## src/rtl/mux4_rr_arbiter_pkg.sv

```systemverilog
// Shared definitions for the 4-way round-robin packet arbiter: state encoding
// and requester-count constants.
package mux4_rr_arbiter_pkg;

    localparam int NUM_REQ   = 4;
    localparam int SEL_WIDTH = 2;

    typedef enum logic [0:0] {
        IDLE  = 1'b0,
        GRANT = 1'b1
    } state_t;

endpackage

```

## src/rtl/mux4_rr_arbiter_mux_4.sv

```systemverilog
// Plain 4:1 data multiplexer used to steer the granted requester's data word
// onto the shared downstream channel.
module mux_4
    import mux4_rr_arbiter_pkg::*;
#(
    parameter int data_length = 27
) (
    input  logic [data_length-1:0] in_0,
    input  logic [data_length-1:0] in_1,
    input  logic [data_length-1:0] in_2,
    input  logic [data_length-1:0] in_3,
    input  logic [SEL_WIDTH-1:0]   sel,
    output logic [data_length-1:0] out
);

    // Select one of the four data words.
    always_comb begin
        case (sel)
            2'd0:    out = in_0;
            2'd1:    out = in_1;
            2'd2:    out = in_2;
            2'd3:    out = in_3;
            default: out = in_0;
        endcase
    end

endmodule

```

## src/rtl/mux4_rr_arbiter.sv

```systemverilog
// Round-robin arbiter sharing one valid/ready data channel among 4 requesters;
// a grant is held from the first beat of a packet through its last beat.
module mux4_rr_arbiter
    import mux4_rr_arbiter_pkg::*;
#(
    parameter int data_length    = 27,
    parameter int beat_cnt_width = 8
) (
    input  logic                      clk,
    input  logic                      rst_n,
    input  logic [NUM_REQ-1:0]        req_valid,
    input  logic [NUM_REQ-1:0]        req_last,
    input  logic [data_length-1:0]    req_data_0,
    input  logic [data_length-1:0]    req_data_1,
    input  logic [data_length-1:0]    req_data_2,
    input  logic [data_length-1:0]    req_data_3,
    output logic [NUM_REQ-1:0]        req_ready,
    output logic                      out_valid,
    output logic                      out_last,
    output logic [data_length-1:0]    out_data,
    input  logic                      out_ready,
    output logic [SEL_WIDTH-1:0]      grant_id,
    output logic                      busy,
    output logic [beat_cnt_width-1:0] beat_cnt
);

    localparam logic [beat_cnt_width-1:0] BEAT_MAX = {beat_cnt_width{1'b1}};

    state_t                    state_r;
    logic [SEL_WIDTH-1:0]      grant_id_r;
    logic [SEL_WIDTH-1:0]      rr_ptr_r;
    logic [beat_cnt_width-1:0] beat_cnt_r;

    logic [SEL_WIDTH-1:0]      winner_s;
    logic [SEL_WIDTH-1:0]      idx_s;
    logic                      found_s;
    logic                      xfer_s;

    // Next winner: first valid requester scanning upward from rr_ptr+1 with wrap.
    always_comb begin
        winner_s = 2'd0;
        found_s  = 1'b0;
        idx_s    = 2'd0;
        for (int i = 1; i <= NUM_REQ; i++) begin
            idx_s = rr_ptr_r + 2'(i);
            if (!found_s && req_valid[idx_s]) begin
                winner_s = idx_s;
                found_s  = 1'b1;
            end else begin
                found_s  = found_s;
            end
        end
    end

    // Handshake pass-through for the held grant; everything is quiet in IDLE.
    always_comb begin
        out_valid = 1'b0;
        out_last  = 1'b0;
        req_ready = 4'b0000;
        if (state_r == GRANT) begin
            out_valid             = req_valid[grant_id_r];
            out_last              = req_last[grant_id_r];
            req_ready[grant_id_r] = out_ready;
        end else begin
            out_valid = 1'b0;
            out_last  = 1'b0;
            req_ready = 4'b0000;
        end
    end

    assign xfer_s = out_valid & out_ready;

    // Arbitration state, held grant, round-robin pointer and beat counter.
    always_ff @(posedge clk or negedge rst_n) begin
        if (!rst_n) begin
            state_r    <= IDLE;
            grant_id_r <= 2'd0;
            rr_ptr_r   <= 2'd3;
            beat_cnt_r <= {beat_cnt_width{1'b0}};
        end else begin
            case (state_r)
                IDLE: begin
                    if (|req_valid) begin
                        grant_id_r <= winner_s;
                        state_r    <= GRANT;
                        beat_cnt_r <= {beat_cnt_width{1'b0}};
                    end else begin
                        state_r    <= IDLE;
                    end
                end
                GRANT: begin
                    if (xfer_s) begin
                        if (beat_cnt_r != BEAT_MAX) begin
                            beat_cnt_r <= beat_cnt_r + 1'b1;
                        end else begin
                            beat_cnt_r <= beat_cnt_r;
                        end
                        if (out_last) begin
                            state_r  <= IDLE;
                            rr_ptr_r <= grant_id_r;
                        end else begin
                            state_r  <= GRANT;
                        end
                    end else begin
                        state_r <= GRANT;
                    end
                end
                default: begin
                    state_r <= IDLE;
                end
            endcase
        end
    end

    assign grant_id = grant_id_r;
    assign busy     = (state_r == GRANT);
    assign beat_cnt = beat_cnt_r;

    // Data steering follows the held grant, also while idle.
    mux_4 #(
        .data_length (data_length)
    ) u_mux (
        .in_0 (req_data_0),
        .in_1 (req_data_1),
        .in_2 (req_data_2),
        .in_3 (req_data_3),
        .sel  (grant_id_r),
        .out  (out_data)
    );

endmodule

```

## config.mk

```make
export PLATFORM = sky130hd
export DESIGN_NAME = mux4_rr_arbiter
export DESIGN_NICKNAME = d
export VERILOG_FILES = /design/src/rtl/mux4_rr_arbiter_pkg.sv /design/src/rtl/mux4_rr_arbiter_mux_4.sv /design/src/rtl/mux4_rr_arbiter.sv
export SDC_FILE = /design/constraint.sdc
export NUM_CORES = 1
export LEC_CHECK = 0
export BUFFER_PORTS_ARGS = -buffer_cell sky130_fd_sc_hd__buf_2
export CAP_MARGIN = 15
export CELL_PAD_IN_SITES_DETAIL_PLACEMENT = 1
export CELL_PAD_IN_SITES_GLOBAL_PLACEMENT = 1
export CORE_MARGIN = 3
export CORE_UTILIZATION = 26
export CTS_CLUSTER_DIAMETER = 150
export DETAILED_ROUTE_END_ITERATION = 10
export MAX_ROUTING_LAYER = met4
export PLACE_DENSITY_LB_ADDON = 0.08
export SYNTH_ARGS = -nofsm -noshare
export SYNTH_HDL_FRONTEND = slang
export SYNTH_SLANG_ARGS = --single-unit
export TNS_END_PERCENT = 10
```

## constraint.sdc

```tcl
create_clock -name clk -period 3.45 [get_ports clk]
set_input_delay 0.5175 -clock clk [delete_from_list [all_inputs] [get_ports clk]]
set_output_delay 0.5175 -clock clk [all_outputs]
set_load 0.03 [all_outputs]
```

==> metrics <==
status finished, final reports clean; CTS tree built; DRC violations left 0; worst r2r path cells 4; Die ar. 0.00676 mm²; switch share 53.8%; routed vias/inst 5.20; Yosys reg bits 13; Synth Warn # 0; Post-CTS Setup Inserts 0; xor/xnor share of the synthesized area 0%; Synth cell types 41; skew final 0.00209 ns; relative slew slack 45.8%; Syn Area/Cell 12.2 µm²; worst r2r dst beat_cnt[6]; final worst-path cycle share 73.0%; DR pass1 iterations 4; Synth Area in Adders 0.829%; Power, Total 0.00195 W; first-pass GRT wire length 9840 µm; vias in the first global route 1893; post-synthesis sequential area ratio 21.7%; gr usage total 19.8%; Clk pwr share 7.4%; DR vias 1852; share of cells above drive strength 1 73.1%; Gate power share 75.9%; Post-Syn Nets 244; setup TNS 0 ns; Final min period 2.52 ns; Net Switching 0.00105 W; IO buf count 162; Startpoint Class flip-flop; actual slew at the worst max-slew pin 0.813 ns; clock sinks 13; Die X 82.2 µm; Leakage 1.23 nW; CP Data Required Time 2.93 ns; Cell Area, Synth 0.00151 mm²; DR iter-0 viols 27; max_cap viols 0; CTS clock-pin slew for the worst setup and hold paths 0.06 ns; # rows 27; number of setup violations in the final report 0; Internal 0.000903 W; clk buf depth 2; FF-to-FF Start grant_id[1]; area of the multi-input gates 0.00112 mm²; CP arrival 2.00 ns; post-place setup slack 1.19 ns; Slew Viols, Final 0; final worst setup slack 0.932 ns; cts hold-fix bufs 0; kind of critical path flip-flop to primary output; post-synthesis compound-gate area fraction 13.5%; number of enable flip-flop cells after synthesis 0; CTS Buf Count 3; largest net degree at the start of global routing 23; initial antenna violation count 1; Worst Path Max Fanout 22; htree depth 1; post-synthesis cell count 124; CTS Root Cell clkbuf_8; Post-synth ARST share 100%; core area 0.00557 mm²; Hold Violations, Final 0; GPL Wtd Cong 0.801; simple-gate share of the synthesized area 12.8%; post-cts sizing count 0; drt total wl 6880 µm; pwr/cell area 801 mW/mm²; Die Ht 82.2 µm; fin nets 404; sequential share of power 16.7%; Starting Density 27.1%; unrepaired setup endpoints after global routing no; Avg WL per Cell 19.3 µm; IO Count 163; FF/Latch Area 329 µm²; r2r setup slk 1.38 ns; Hold Path Class primary input to asynchronous set/reset pin; Critical Path Sink Type primary output; total grt overflow 0; main combinational cell family by area after synthesis multiplexers; ANT nets after route 0; Max Clk Rate 397 MHz; Max VDD drop 0.000483 V; DP HPWL 5870 µm; Fillers 681; mux cell area share after synthesis 47.1%; Synth-to-Final Area Change 61.5%; Clk Latency, worst-skew pair 0.25 ns; top_reg_cell synth dfrtp_1
-- power by group through the flow --
stage / logic [W] / clock network, W / registers, W
after floorplan: 0.00114 / 0 / 0.000280
after global placement: 0.00149 / 0 / 0.000335
after detailed placement: 0.00150 / 0 / 0.000333
after CTS: 0.00150 / 0.000147 / 0.000331
after global routing: 0.00158 / 0.000152 / 0.000348
final: 0.00148 / 0.000144 / 0.000326
-- per-stage QoR --
step / instances / cell area [µm²] / util (%) / hold slack (ns)
2_1_floorplan: 124 / 1510 / - / 0.222
3_3_place_gp: 351 / 2390 / 42.9 / 0.428
3_5_place_dp: 351 / 2390 / 42.9 / 0.426
4_1_cts: 355 / 2440 / 43.7 / 0.157
5_1_grt: 356 / 2440 / 43.7 / 0.165
6_report: 356 / 2440 / 43.7 / 0.146
-- layout make-up --
type / instances / share of cell area [%]
antenna: 1 / 0.103
clock buffer: 3 / 1.69
clock inverter: 1 / 0.205
inverter: 3 / 0.462
multi-input combinational: 99 / 46.0
sequential: 13 / 13.5
tap: 72 / 3.69
timing repair buffer: 164 / 34.4
-- synthesized netlist by cell type (2+ instances only) --
library cell,n,share of area [%]
nand2_1,8,2.0
nand3_1,4,1.3
mux4_2,28,42
nand2b_1,4,1.7
dfrtp_1,11,18
buf_2,3,0.99
a211oi_1,3,1.5
dfstp_2,2,3.5
nor3_1,2,0.66
a31oi_1,2,0.83
a21o_1,4,2.0
nor4_1,2,0.83
clkbuf_1,2,0.50
mux2i_2,2,1.8
a21oi_1,6,2.0
o311ai_1,2,1.2
nor2_1,11,2.7
inv_1,3,0.75
mux2i_1,3,2.0
-- state kept, by name, indices dropped and copies added, names as in the netlist --
| name | flops |
|---|---|
| beat_cnt | 8 |
| grant_id | 2 |
| rr_ptr_r | 2 |
| busy | 1 |
-- how the worst max path moves through the flow --
stage	depth (start not counted)	slack, ns	startpoint	to
floorplan	3	1.32	grant_id[0]	out_data[10]
global placement	3	1.18	grant_id[1]	out_data[6]
detailed placement	3	1.19	grant_id[1]	out_data[11]
CTS	3	0.92	grant_id[1]	out_data[11]
global route	3	0.81	grant_id[1]	out_data[6]
finish	3	0.93	grant_id[1]	out_data[11]
-- cell families after synthesis --
kind of cell	count (synthesis)
AOI/OAI and AO/OA	26
and+or+nand+nor	37
adders and majority gates	1
muxes	35
buffers and inverters	12
DFF	13
-- cell usage in the layout, fill, tap and decap left out, types with 2 or more instances in the layout --
cell type | Yosys | final
a211oi_1 | 3 | 3
a21o_1 | 4 | 4
a21oi_1 | 6 | 6
a31oi_1 | 2 | 2
buf_2 | 3 | 162
clkbuf_8 | 0 | 3
dfrtp_1 | 11 | 10
dfstp_2 | 2 | 2
inv_1 | 3 | 3
mux2i_1 | 3 | 3
mux2i_2 | 2 | 2
mux4_2 | 28 | 28
nand2_1 | 8 | 8
nand2b_1 | 4 | 4
nand3_1 | 4 | 4
nor2_1 | 11 | 11
nor3_1 | 2 | 2
nor4_1 | 2 | 2
o311ai_1 | 2 | 2
-- layer usage --
layer / GRT usage (%) / part of all wire (%)
met1: 23.0 / 39
met2: 34.2 / 51
met3: 3.25 / 7.5
met4: 7.64 / 2.2
met5: - / 0
-- worst max-delay path, cell delays in order (launching register included) --
cell and delay [ns]:
dfrtp_1 0.87, buf_4 0.35, mux4_2 0.32, buf_2 0.20
No activity file was read; power rests on OpenSTA's default activity.
